===== config.mk =====
export PLATFORM = sky130hd
export DESIGN_NAME = pkt_gen
export DESIGN_NICKNAME = d
export VERILOG_FILES = /design/src/rtl/pkt_gen_pkg.sv /design/src/rtl/pkt_gen.sv
export SDC_FILE = /design/constraint.sdc
export NUM_CORES = 1
export LEC_CHECK = 0
export BUFFER_PORTS_ARGS = -buffer_cell sky130_fd_sc_hd__buf_2
export CORE_AREA = 3 3 239 241
export CTS_CLUSTER_DIAMETER = 120
export CTS_CLUSTER_SIZE = 24
export DETAILED_ROUTE_END_ITERATION = 8
export DIE_AREA = 0 0 242 244
export HOLD_SLACK_MARGIN = 0.08
export PLACE_DENSITY = 0.58
export SYNTH_ARGS = -nofsm -noshare
export SYNTH_HDL_FRONTEND = slang
export SYNTH_SLANG_ARGS = --single-unit

===== constraint.sdc =====
create_clock -name clk -period 8.1 [get_ports clk]
set_clock_uncertainty 0.15 [all_clocks]
set_input_delay 1.215 -clock clk [delete_from_list [all_inputs] [get_ports clk]]
set_output_delay 1.215 -clock clk [all_outputs]
set_load 0.05 [all_outputs]

===== src/rtl/pkt_gen_pkg.sv =====
// pkt_gen_pkg: FSM state type and beat/empty arithmetic shared by the packet source.
package pkt_gen_pkg;

    typedef enum logic [1:0] {IDLE, SEND, GAP, FIN} state_t;

    function automatic logic [31:0] beats_of(input logic [31:0] len, input logic [31:0] bpb);
        return (len + bpb - 32'd1) / bpb;
    endfunction

    function automatic logic [31:0] empty_of(input logic [31:0] len, input logic [31:0] bpb);
        return beats_of(len, bpb) * bpb - len;
    endfunction

endpackage


===== src/rtl/pkt_gen.sv =====
// pkt_gen: Avalon-ST packet source with programmed length, count and inter-packet gap.
module pkt_gen
    import pkt_gen_pkg::*;
#(
    parameter int DATA_W  = 512,
    parameter int EMPTY_W = 6,
    parameter int LEN_W   = 16,
    parameter int GAP_W   = 8
) (
    input  logic               clk,
    input  logic               rst,
    input  logic               start,
    input  logic [31:0]        num_pkts,
    input  logic [LEN_W-1:0]   pkt_len,
    input  logic [GAP_W-1:0]   gap,
    output logic [DATA_W-1:0]  out_data,
    output logic               out_valid,
    input  logic               out_ready,
    output logic               out_sop,
    output logic               out_eop,
    output logic [EMPTY_W-1:0] out_empty,
    output logic               busy,
    output logic               done,
    output logic [31:0]        pkt_cnt
);

    localparam logic [31:0] BPB = 32'(DATA_W / 8);

    state_t           state, state_n;
    logic [31:0]      n_pkts_r, len_r, len_eff, len_n, beats_n, empty_n, pkt_cnt_n;
    logic [GAP_W-1:0] gap_r, gap_cnt, gap_cnt_n;
    logic [15:0]      pkt_idx, pkt_idx_n, beat_idx, beat_idx_n;
    logic             load, hs, sop_n, eop_n;

    assign out_valid = state == SEND;
    assign busy      = state != IDLE;
    assign done      = state == FIN;
    assign hs        = out_valid & out_ready;
    assign load      = state == IDLE && start;
    assign len_eff   = pkt_len == '0 ? 32'd1 : 32'(pkt_len);
    assign len_n     = load ? len_eff : len_r;
    assign beats_n   = beats_of(len_n, BPB);
    assign empty_n   = empty_of(len_n, BPB);

    always_comb begin
        state_n    = state;
        pkt_idx_n  = pkt_idx;
        beat_idx_n = beat_idx;
        pkt_cnt_n  = pkt_cnt;
        gap_cnt_n  = gap_cnt;
        case (state)
            IDLE: if (start) begin
                pkt_cnt_n  = '0;
                pkt_idx_n  = '0;
                beat_idx_n = '0;
                state_n    = num_pkts == '0 ? FIN : SEND;
            end
            SEND: if (hs) begin
                // out_eop is the registered "current beat is last" flag
                beat_idx_n = out_eop ? 16'd0 : beat_idx + 16'd1;
                if (out_eop) begin
                    pkt_cnt_n = pkt_cnt + 32'd1;
                    pkt_idx_n = pkt_idx + 16'd1;
                    gap_cnt_n = gap_r;
                    state_n   = pkt_cnt_n == n_pkts_r ? FIN : gap_r == '0 ? SEND : GAP;
                end
            end
            GAP: begin
                gap_cnt_n = gap_cnt - GAP_W'(1);
                state_n   = gap_cnt == GAP_W'(1) ? SEND : GAP;
            end
            default: state_n = IDLE;
        endcase
    end

    assign sop_n = state_n == SEND && beat_idx_n == 16'd0;
    assign eop_n = state_n == SEND && {16'd0, beat_idx_n} == beats_n - 32'd1;

    always_ff @(posedge clk) begin
        if (rst) begin
            state     <= IDLE;
            n_pkts_r  <= '0;
            len_r     <= 32'd1;
            gap_r     <= '0;
            gap_cnt   <= '0;
            pkt_idx   <= '0;
            beat_idx  <= '0;
            pkt_cnt   <= '0;
            out_sop   <= 1'b0;
            out_eop   <= 1'b0;
            out_empty <= '0;
            out_data  <= '0;
        end else begin
            state     <= state_n;
            gap_cnt   <= gap_cnt_n;
            pkt_idx   <= pkt_idx_n;
            beat_idx  <= beat_idx_n;
            pkt_cnt   <= pkt_cnt_n;
            out_sop   <= sop_n;
            out_eop   <= eop_n;
            out_empty <= eop_n ? empty_n[EMPTY_W-1:0] : '0;
            out_data  <= state_n == SEND ? {(DATA_W/32){pkt_idx_n, beat_idx_n}} : '0;
            if (load) begin
                n_pkts_r <= num_pkts;
                len_r    <= len_eff;
                gap_r    <= gap;
            end
        end
    end

endmodule


# Yosys cells after proc, flatten, opt, wreduce, memory -nomap -nowiden
# Cells that the tools add are included.
dict set report op_classes {
  n_addsub 8
  eq_ne 10
  n_mux 25
  n_bitwise 3
  n_reduce_logical 15
}
# cell n
set op_table {}
lappend op_table {{two-way mux 32 bit} 4}
lappend op_table {{two-way mux 16 bit} 7}
lappend op_table {{one-hot mux 16 bit (2 select lines)} 2}
lappend op_table {{one-hot mux 32 bit (2 select lines)} 1}
lappend op_table {{adder 16 x 1 -> 16 bit, second input constant} 2}
lappend op_table {{adder 32 x 1 -> 32 bit, second input constant} 1}
lappend op_table {{adder 32 x 7 -> 32 bit, second input constant} 1}
lappend op_table {{equality test 16 x 32 -> 1 bit} 1}
lappend op_table {{equality test 32 bit} 1}
lappend op_table {{zero test 16 bit} 2}
lappend op_table {{zero test 32 bit} 1}
lappend op_table {{subtractor 32 x 1 -> 32 bit, second input constant} 1}
lappend op_table {{subtractor 26 x 1 -> 27 bit, second input constant} 1}
lappend op_table {{two-way mux 8 bit} 2}
lappend op_table {{one-hot mux 8 bit (2 select lines)} 1}
lappend op_table {{two-way mux 2 bit} 7}
lappend op_table {{equality test 8 x 1 -> 1 bit, second input constant} 1}
lappend op_table {{zero test 8 bit} 1}
lappend op_table {{subtractor 8 x 1 -> 8 bit, second input constant} 1}
lappend op_table {{one-hot mux 2 bit (3 select lines)} 1}
lappend op_table {{nonzero test 2 bit} 3}
lappend op_table {{subtractor 1 x 6 -> 6 bit, first input constant} 1}
lappend op_table {{equality test 2 x 1 -> 1 bit, second input constant} 2}
lappend op_table {{equality test 2 bit, second input constant} 2}
lappend op_table {{other kinds (9)} 14}
dict set report totals {
  ff_bits 666
  in_bits 60
}

# Longest topological paths before layout
# Gate-level depths: netlist of the first run.
dict set report logic_depth {
  word_depth 10
  ltp_mapped 22
  depth_no_buf 16
}

# Least setup slack after synthesis of the first run
# OpenSTA, ideal clock, no wires.
dict set report synth_timing {
  path_kind {input-to-reg}
  from {input port start}
  to {register out_eop}
  setup_time_ns 0.062
  arrival_time_ns 6.005
  path_slack_ns 1.883
  stages 20
  n_path_buf 7
  cell_sequence {or3b_1 > buf_6 > buf_6 > buf_6 > buf_2 > buf_1 > buf_1 > clkbuf_1 > mux2i_1 > ha_1 > a211oi_1 > a22oi_2 > or3_1 > a211oi_2 > nand3_2 > or4_4 > a211oi_2 > a21oi_1 > nor4b_4 > and4b_1}
}
dict set report synth_via {
  elab_chain_len 7
}
# item line
set synth_rtl {}
lappend synth_rtl {{from (decl)} pkt_gen.sv:12} ;# input logic start,
lappend synth_rtl {{logical AND 1 bit} pkt_gen.sv:39} ;# assign load = state == IDLE && start;
lappend synth_rtl {{two-way mux 32 bit} --}
lappend synth_rtl {{adder 32 x 7 -> 32 bit} --}
lappend synth_rtl {{subtractor 32 x 1 -> 32 bit} --}
lappend synth_rtl {{subtractor 26 x 1 -> 27 bit} pkt_gen.sv:77} ;# assign eop_n = state_n == SEND && {16'd0, beat_idx_n} == beats_n - 32'd1;
lappend synth_rtl {{equality test 16 x 32 -> 1 bit} pkt_gen.sv:77}
lappend synth_rtl {{logical AND 1 bit (*)} pkt_gen.sv:77}
lappend synth_rtl {{to (signal assigned)} pkt_gen.sv:100} ;# out_eop <= eop_n;
lappend synth_rtl {{to (decl)} pkt_gen.sv:20} ;# output logic out_eop,
# Every way passes the cells marked *; elsewhere a longest branch is shown, timed or not.
# A chain may end at the register's enable or synchronous reset.

# Worst setup path in the final report of the first run
dict set report layout_timing {
  from {input port pkt_len[2]}
  to {register out_empty[4]}
}
dict set report layout_via {
  elab_chain_len 10
}
# item line
set layout_rtl {}
lappend layout_rtl {{from (decl)} pkt_gen.sv:14} ;# input logic [LEN_W-1:0] pkt_len,
lappend layout_rtl {{zero test 16 bit} pkt_gen.sv:40} ;# assign len_eff = pkt_len == '0 ? 32'd1 : 32'(pkt_len);
lappend layout_rtl {{two-way mux 16 bit (*)} pkt_gen.sv:40}
lappend layout_rtl {{two-way mux 32 bit (*)} --}
lappend layout_rtl {{adder 32 x 7 -> 32 bit} --}
lappend layout_rtl {{subtractor 32 x 1 -> 32 bit} --}
lappend layout_rtl {{subtractor 26 x 1 -> 27 bit} pkt_gen.sv:77}
lappend layout_rtl {{equality test 16 x 32 -> 1 bit} pkt_gen.sv:77}
lappend layout_rtl {{logical AND 1 bit} pkt_gen.sv:77}
lappend layout_rtl {{NOT 1 bit (no line)} --}
lappend layout_rtl {{OR reduction 2 bit (no line)} --}
lappend layout_rtl {{to (signal assigned)} pkt_gen.sv:101} ;# out_empty <= eop_n ? empty_n[EMPTY_W-1:0] : '0;
lappend layout_rtl {{to (decl)} pkt_gen.sv:21} ;# output logic [EMPTY_W-1:0] out_empty,
# Marked as above.

==> impl_metrics.tcl, run 1 <==
set metrics [dict create \
    status "finished, final reports clean" \
    critical_path_class "primary input to flip-flop" \
    drt-vias-per-instance 4.495 \
    synth_compound_area_share_pct 13.12 \
    path_clk_slew_ps 70 \
    synth_xor_area_share_pct 5.553 \
    gr-total-overflow 0 \
    worstPathMaxFanout 14 \
    ant_nets 0 \
    io_buffer_count 614 \
    synth_top_family_by_area "buffers and inverters" \
    cts_root_buf "clkbuf_16" \
    core_area_um2 55090 \
    postLayoutCoreUtil_pct 26.89 \
    first_iter_violations 870 \
    grt_pass1_vias 10680 \
    setup_viol 0 \
    cpMaxStageDelayCell "a211oi_1" \
    place_congestion 0.8808 \
    async_flop_share_pct 0 \
    synthAdderAreaFrac_pct 0.7130 \
    hold_ws_ps 301.8 \
    cts-resized-gates 0 \
    post-place-ws_ps 1762 \
    layout_common_cells "buf_2, dfxtp_1, nand2_1" \
    dieHeight_um 244 \
    drc_errors 0 \
    area_delta_synth_final_pct 5.526 \
    rsz0062_at_grt "false" \
    yosys_register_bits 186 \
    syn_avg_cell_area_um2 7.701 \
    muxShareOfSynthArea_pct 1.791 \
    postSynthCellCount 1823 \
    synthFlopType "dfxtp_1" \
    crit_arrival_ps 6180 \
    num_vias 12000 \
    fin_ws_ps 2166 \
    synth_warnings 0 \
    p_leak_nw 7.280 \
    wirelength_um 42800 \
    clock_path_buffers 2 \
    cts_max_level 4 \
    path_cells "buf_2, nor4_2, nor3b_2, a21oi_1, nor2_1, a21oi_1, ha_1, a211oi_1, a22oi_2, or3_1, a211oi_2, nand2_1, nor3_1, o221ai_1, or4_1, nor4_2, and4_1" \
    cts_tree "done" \
    grt_usage_pct 13.59 \
    worst_setup_path_start_kind "primary input" \
    max_freq_mhz 168.5 \
    critPathRequiredTime_ps 8350 \
    die_w_um 242 \
    hold_path_class "flip-flop to flip-flop" \
    relSlewSlack_pct 40.37 \
    max_stage_delay_ps 490 \
    hpwl_um 32340 \
    fp-row-count 86 \
    clock-sinks 186 \
    start_util_pct 25.48 \
    worstSkewPairLatency_ps 470 \
    irDropWorstVdd_v 0.0001503 \
    fin_crit_ps 5934 \
    cp-end-kind "flip-flop" \
    grt_max_degree 75 \
    dieArea_um2 59050 \
    antenna_found_initial 1 \
    grt_pass1_wl_um 64090 \
    drive_above_1_share_pct 36.34 \
    worstMarginPinSlew_ps 894.5 \
    ctsHoldBuffers 0 \
    p_per_area_nw_per_um2 143.3 \
    synthSimpleGateAreaFrac_pct 23.67 \
    report.final.slew_viol_count 0 \
    nets 1976 \
    postCtsSetupBuffers 0 \
    yosysSeqAreaShare_pct 26.52 \
    drt-wirelength-per-cell_um 16.03 \
    drv_cap 0 \
    synth_edf_count 0 \
    final_common_cell "buf_2" \
    yosys.cell_types.count 88 \
    hold_viol 0 \
    syn-num-nets 1891 \
    finalSetupTns_ps 0 \
    io_pins 615 \
    timing.final.crit_share_pct 73.26 \
    cts_buffers 17 \
    netlist_area_um2 14040 \
    fillers 6164 \
    drt_first_pass_iters 5 \
]
[critical path, delay by kind of cell]
family          cells  cell delay (ps)
compound gates      6             1550
simple gates        9             2950
buf+inv             1              140
fa+ha+maj           1              330
[final timing paths]
check | start | to | slack, ps | cells after the start
worst max-delay path | pkt_len[2] | out_empty[4]$_SDFF_PP0_ | 2170 | 17
worst min register to register | gap_cnt[5]$_SDFFE_PP0P_ | gap_cnt[5]$_SDFFE_PP0P_ | 300 | 2
worst min-delay path | gap_cnt[5]$_SDFFE_PP0P_ | gap_cnt[5]$_SDFFE_PP0P_ | 300 | 2
worst max register to register | state[0]$_SDFF_PP0_ | out_empty[4]$_SDFF_PP0_ | 2730 | 13
[final cells by class]
class	instances	area (um2)	area share, %
inverter	14	52.55	0.3547
sequential	186	3724	25.14
tap	748	935.9	6.318
timing repair buffer	626	3166	21.37
clock inverter	15	203.9	1.377
clock buffer	17	425.4	2.872
multi-input combinational	1063	6305	42.56
antenna	1	2.502	0.01689
[cells in the mapped netlist (all sizes together), types with 8 or more instances]
library cell  number  area, um2
nor2             165      626.9
and2              25      156.4
and4              13      113.9
a31oi              9      56.30
a211oi            13      112.6
o21ai             60      304.0
or3               14      87.58
nand4             25      156.4
or2               11      68.82
ha                 8      100.1
o21a               8      60.06
and3              34      212.7
nor3              53      286.5
mux2i             20      229.0
buf              502       3747
or4                9      71.32
o211ai            10      75.07
nand3             56      285.3
a22oi             13      107.6
a21oi            114      581.8
inv               14      52.55
clkbuf            58      219.0
xor2              35      306.5
nand2b            10      70.06
dfxtp            186       3724
nor4              39      262.8
xnor2             54      473.0
nor2b             18      112.6
nand2            169      634.4
[layer usage]
layer | track usage, % | share of wire, % | routed length [um] | up-vias
met5 | 0 | 0.030 | 13 | -
met4 | 3.536 | 1.5 | 658 | 2
met3 | 3.004 | 6.1 | 2616 | 41
met2 | 23.20 | 48 | 20450 | 447
met1 | 17.31 | 45 | 19060 | 5567
li1 | - | - | - | 5944
[stage by stage]
step,power [mW],instance area (um2),instances
global placement,1.254,14180,2637
floorplan,1.176,14040,1823
global route,2.215,14810,2669
finish,2.123,14810,2670
CTS,2.152,14810,2669
detailed placement,1.254,14180,2637
[state kept, by name (all words and copies together) (netlist names)]
signal	count
len_r	32
pkt_cnt	32
out_empty	6
out_data	32
beat_idx	16
gap_r	8
out_eop	1
out_sop	1
state	2
gap_cnt	8
n_pkts_r	32
pkt_idx	16
[cell families after synthesis]
kind of cell,after synthesis
simple gates,658
fa+ha+maj,8
buf+inv,574
compound gates,286
mux,22
xor+xnor,89
flops,186
[power by group]
group          switching, mW  internal [mW]
registers             0.0183          0.932
logic                  0.188         0.0957
clock network          0.442          0.448
Note: power is estimated with default switching activity, not from simulation.
==> run 2, diff against run 1 <==
==> constraint.sdc (replaced) <==
create_clock -name clk -period 5.8 [get_ports clk]
set_clock_uncertainty 0.15 [all_clocks]
set_input_delay 0.87 -clock clk [delete_from_list [all_inputs] [get_ports clk]]
set_output_delay 0.87 -clock clk [all_outputs]
set_load 0.05 [all_outputs]
==> run 2 against run 1 <==
Clock-buffer cell count unchanged. Die area unchanged. Power grew 40%. Critical endpoint is now out_empty[5]$_SDFF_PP0_.
==> impl_metrics.tcl, run 2 (same netlist as run 1, synthesis figures left out) <==
set metrics [dict create \
    status "finished, final reports clean" \
    worstPathMaxFanout 10 \
    layout_common_cells "buf_2, dfxtp_1, nand2_1" \
    ctsHoldBuffers 0 \
    timing.final.crit_share_pct 86.23 \
    io_pins 615 \
    grt_pass1_vias 10630 \
    fin_ws_ps 798.6 \
    postCtsSetupBuffers 0 \
    nets 1990 \
    grt_max_degree 73 \
    core_area_um2 55090 \
    dieHeight_um 244 \
    final_common_cell "buf_2" \
    ant_nets 0 \
    drt_first_pass_iters 5 \
    drt-vias-per-instance 4.480 \
    fin_crit_ps 5001 \
    grt_usage_pct 13.83 \
    drive_above_1_share_pct 36.76 \
    critPathRequiredTime_ps 6080 \
    drv_cap 0 \
    fillers 6174 \
    crit_arrival_ps 5280 \
    worstMarginPinSlew_ps 888.3 \
    hold_viol 0 \
    cts_root_buf "clkbuf_16" \
    cts_tree "done" \
    max_freq_mhz 199.9 \
    drt-wirelength-per-cell_um 16.13 \
    cp-end-kind "flip-flop" \
    hpwl_um 33010 \
    fp-row-count 86 \
    place_congestion 0.8839 \
    finalSetupTns_ps 0 \
    worst_setup_path_start_kind "primary input" \
    worstSkewPairLatency_ps 490 \
    critical_path_class "primary input to flip-flop" \
    start_util_pct 25.48 \
    clock-sinks 186 \
    antenna_found_initial 1 \
    area_delta_synth_final_pct 6.105 \
    power_mw 2.982 \
    num_vias 12020 \
    setup_viol 0 \
    hold_path_class "flip-flop to flip-flop" \
    dieArea_um2 59050 \
    p_per_area_nw_per_um2 200.2 \
    gr-total-overflow 0 \
    whs_path_depth 2 \
    met3_length_um 3056 \
    wl_met1_um 18840 \
    cts_buffers 17 \
    path_clk_slew_ps 80 \
    worstRegToRegCells 12 \
    report.final.slew_viol_count 0 \
    first_iter_violations 773 \
    wl_met2_um 20390 \
    drc_errors 0 \
    multi_input_area_um2 6305 \
    post-place-ws_ps 327.4 \
    io_buffer_count 614 \
    wirelength_um 43260 \
    seq_area_um2 3724 \
    grt_pass1_wl_um 63960 \
    p_leak_nw 7.341 \
    antenna_cells 0 \
    cts_max_level 4 \
    rsz0062_at_grt "false" \
    die_w_um 242 \
    cts-resized-gates 0 \
    clock_path_buffers 2 \
    relSlewSlack_pct 40.78 \
    irDropWorstVdd_v 0.0002244 \
    maxUsedRoutingLayer "met4" \
    postLayoutCoreUtil_pct 27.04 \
]
-- run 2: layout make-up --
| cell class | instances | area share [%] |
|---|---|---|
| Clock buffer | 17 | 2.856 |
| Tap cell | 748 | 6.283 |
| Timing Repair Buffer | 640 | 21.96 |
| Sequential cell | 186 | 25.00 |
| Multi-Input combinational cell | 1063 | 42.33 |
| Clock inverter | 14 | 1.226 |
| Inverter | 14 | 0.3528 |
-- run 2: power breakdown --
part / internal [mW] / switching (mW) / total (mW)
registers: 1.30 / 0.0231 / 1.32
logic: 0.137 / 0.268 / 0.405
clock network: 0.652 / 0.600 / 1.25
-- run 2: worst max-delay path, stage by stage --
cell and delay [ps]:
buf_2 130, nor4_2 440, nor3b_2 270, a21oi_1 110, nor2_1 90, a21oi_1 90, ha_1 300, a211oi_1 240
buf_4 170, nand4_1 330, o21a_1 310, o21ai_0 420, and3_1 280, o221ai_1 130, or4_1 430, nor4_2 370
and4_1 280
-- run 2: worst paths after layout --
check                                from                  endpoint  slack [ps]
setup / recovery               pkt_len[2]   out_empty[5]$_SDFF_PP0_         800
hold / removal    gap_cnt[5]$_SDFFE_PP0P_   gap_cnt[5]$_SDFFE_PP0P_         300
setup reg to reg  pkt_cnt[0]$_SDFFE_PP0P_  out_data[492]$_SDFF_PP0_         950
hold reg to reg   gap_cnt[5]$_SDFFE_PP0P_   gap_cnt[5]$_SDFFE_PP0P_         300
-- run 2: stage by stage --
stage	area [um2]	instances	hold slack, ps
2_1_floorplan	14040	1823	276.4
3_3_place_gp	14290	2651	293.3
3_5_place_dp	14290	2651	300.2
4_1_cts	14900	2682	310.9
5_1_grt	14900	2682	323.4
6_report	14900	2682	304.8
-- run 2: routing by layer --
| layer | up-vias | track usage [%] |
|---|---|---|
| met4 | 0 | 5.322 |
| met5 | - | 0 |
| met3 | 46 | 3.531 |
| met1 | 5487 | 17.11 |
| met2 | 511 | 23.09 |
| li1 | 5972 | - |
==> run 3, diff against run 2 <==
--- a/config.mk
+++ b/config.mk
@@ -11,6 +11,7 @@
 export CTS_CLUSTER_SIZE = 24
 export DETAILED_ROUTE_END_ITERATION = 8
 export DIE_AREA = 0 0 242 244
+export GPL_TIMING_DRIVEN = 0
 export HOLD_SLACK_MARGIN = 0.08
 export PLACE_DENSITY = 0.58
 export SYNTH_ARGS = -nofsm -noshare
==> constraint.sdc (replaced) <==
create_clock -name clk -period 5.2 [get_ports clk]
set_clock_uncertainty 0.15 [all_clocks]
set_input_delay 0.78 -clock clk [delete_from_list [all_inputs] [get_ports clk]]
set_output_delay 0.78 -clock clk [all_outputs]
set_load 0.05 [all_outputs]
==> run 3 against run 2 <==
Worst setup slack lost 740 ps. Cell count increased by 21%. First-iteration DRC count is 17% higher. Sequential cell count unchanged. Hold slack got worse by 2.3 ps. Via count increased by 15%. Power rose by 15%.
==> impl_metrics.tcl, run 3 (same netlist as run 1, synthesis figures left out) <==
set metrics [dict create \
    p_per_area_nw_per_um2 180.1 \
    critical_path_class "primary input to flip-flop" \
    grt_max_degree 20 \
    place_congestion 0.9083 \
    start_util_pct 25.48 \
    path_cells "buf_2, or3b_4, buf_12, buf_8, buf_6, buf_12, clkbuf_16, mux2i_4, ha_4, a211oi_4, a22oi_2, or3_4, a211oi_4, nand3_2, or4_4, a211oi_2, a21oi_2, nor4b_4, buf_4, and4_1" \
    timing.final.crit_share_pct 98.91 \
    report.final.slew_viol_count 0 \
    p_sw_share_pct 28.99 \
    layout_common_cells "buf_2, buf_4, dfxtp_1" \
    nets 2542 \
    hold_ws_ps 302.6 \
    top_usage_layer "met2" \
    power.switching_mw 0.9917 \
    drv_cap 0 \
    critPathRequiredTime_ps 5450 \
    cpMaxStageDelayCell "or4_4" \
    multi_input_area_um2 6410 \
    antenna_found_initial 3 \
    fp-row-count 86 \
    antenna_cells 0 \
    path_clk_slew_ps 80 \
    worstSkewPairLatency_ps 460 \
    grt_usage_pct 16.02 \
    setup_viol 0 \
    drt-wirelength-per-cell_um 15.41 \
    gr-total-overflow 0 \
    p_leak_nw 10.11 \
    ctsHoldBuffers 0 \
    die_w_um 242 \
    drive_above_1_share_pct 48.97 \
    crit_arrival_ps 5390 \
    relSlewSlack_pct 38.07 \
    cts_buffers 17 \
    area_delta_synth_final_pct 35.26 \
    drt_first_pass_iters 6 \
    status "finished, final reports clean" \
    use_met2_pct 28.59 \
    hold_viol 0 \
    core_area_um2 55090 \
    io_buffer_count 612 \
    cp-end-kind "flip-flop" \
    p_int_mw 2.429 \
    worstMarginPinSlew_ps 929.0 \
    clock-sinks 186 \
    hold_path_class "flip-flop to flip-flop" \
    drt-vias-per-instance 4.289 \
    cts_max_level 4 \
    irDropWorstVdd_v 0.0001834 \
    postLayoutCoreUtil_pct 34.47 \
    first_iter_violations 901 \
    fillers 6030 \
    wirelength_um 49870 \
    max_freq_mhz 194.4 \
    dieArea_um2 59050 \
    p_clk_share_pct 41.6 \
    final_common_cell "buf_2" \
    io_pins 615 \
    grt.met3_usage_pct 3.311 \
    clock_path_buffers 2 \
    worst_setup_path_start_kind "primary input" \
    ant_nets 0 \
    grt_pass1_vias 12500 \
    drc_errors 0 \
    reg2reg_slack_ps 140 \
    p_seq_share_pct 43.2 \
    hpwl_um 39920 \
    num_vias 13880 \
    worstPathMaxFanout 11 \
    met1_usage_pct 19.93 \
    cts_tree "done" \
    max_stage_delay_ps 570 \
    pwr-share-comb_pct 15.2 \
    grt_pass1_wl_um 74740 \
    cts_root_buf "clkbuf_16" \
    dieHeight_um 244 \
    fin_crit_ps 5143 \
    seq_area_um2 3724 \
]
[run 3: cell count changes in the layout (fill, tap and decap cells not counted), moves of 3 or more]
cell        before  now
clkinvlp_4       1    5
a21oi_1        113  110
buf_1            0    6
a21oi_2          0    3
clkbuf_1         0   56
buf_6            0    4
buf_4           27  507
[run 3: worst max-delay path: cells and delay by family]
kind,cells,cell delay [ps]
and+or+nand+nor,6,2100
AOI/OAI and AO/OA,5,1060
buffers and inverters,7,1030
muxes,1,200
adders and majority gates,1,200
[run 3: metrics by stage]
| stage | TNS, ps | instances | power (mW) | setup slack [ps] | area, um2 |
|---|---|---|---|---|---|
| finish | 0 | 3235 | 3.420 | 56.82 | 18990 |
| global route | -13.92 | 3235 | 3.566 | -7.067 | 18990 |
| CTS | 0 | 3225 | 3.456 | 4.816 | 18890 |
| detailed placement | -8085 | 3183 | 2.002 | -1224 | 18130 |
| global placement | -8370 | 3183 | 2.001 | -1268 | 18130 |
| floorplan | -2.243 | 1823 | 1.842 | -2.243 | 14130 |
[run 3: layout make-up]
class	instances	area share, %
timing repair buffer	634	17.00
buffer	558	21.14
sequential	186	19.61
multi-input combinational	1063	33.76
inverter	14	0.2768
clock buffer	18	2.313
tap	748	4.929
clock inverter	14	0.9752
[run 3: power groups by stage]
stage | clock network (mW) | registers, mW | logic, mW
after floorplan | 0 | 1.51 | 0.333
after global placement | 0 | 1.51 | 0.490
after detailed placement | 0 | 1.51 | 0.491
after CTS | 1.47 | 1.48 | 0.507
after global routing | 1.52 | 1.48 | 0.566
final | 1.42 | 1.48 | 0.520
[run 3: worst paths after layout]
| kind | start | to | cells after the start |
|---|---|---|---|
| setup reg to reg | state[0]$_SDFF_PP0_ | out_empty[4]$_SDFF_PP0_ | 19 |
| hold reg to reg | gap_cnt[5]$_SDFFE_PP0P_ | gap_cnt[5]$_SDFFE_PP0P_ | 2 |
| setup / recovery | start | out_empty[4]$_SDFF_PP0_ | 20 |
| hold / removal | gap_cnt[5]$_SDFFE_PP0P_ | gap_cnt[5]$_SDFFE_PP0P_ | 2 |
[run 3: what timing repair did]
item / CTS / global route
resized for setup: 12 / 9
setup endpoints to repair: 7 / 7
setup buffers: 11 / 11
pin swaps: 9 / 10
[run 3: routing by layer]
layer,vias up,wire length (um)
met5,-,10
li1,7080,-
met1,6355,20890
met4,2,568
met3,40,3058
met2,398,25340
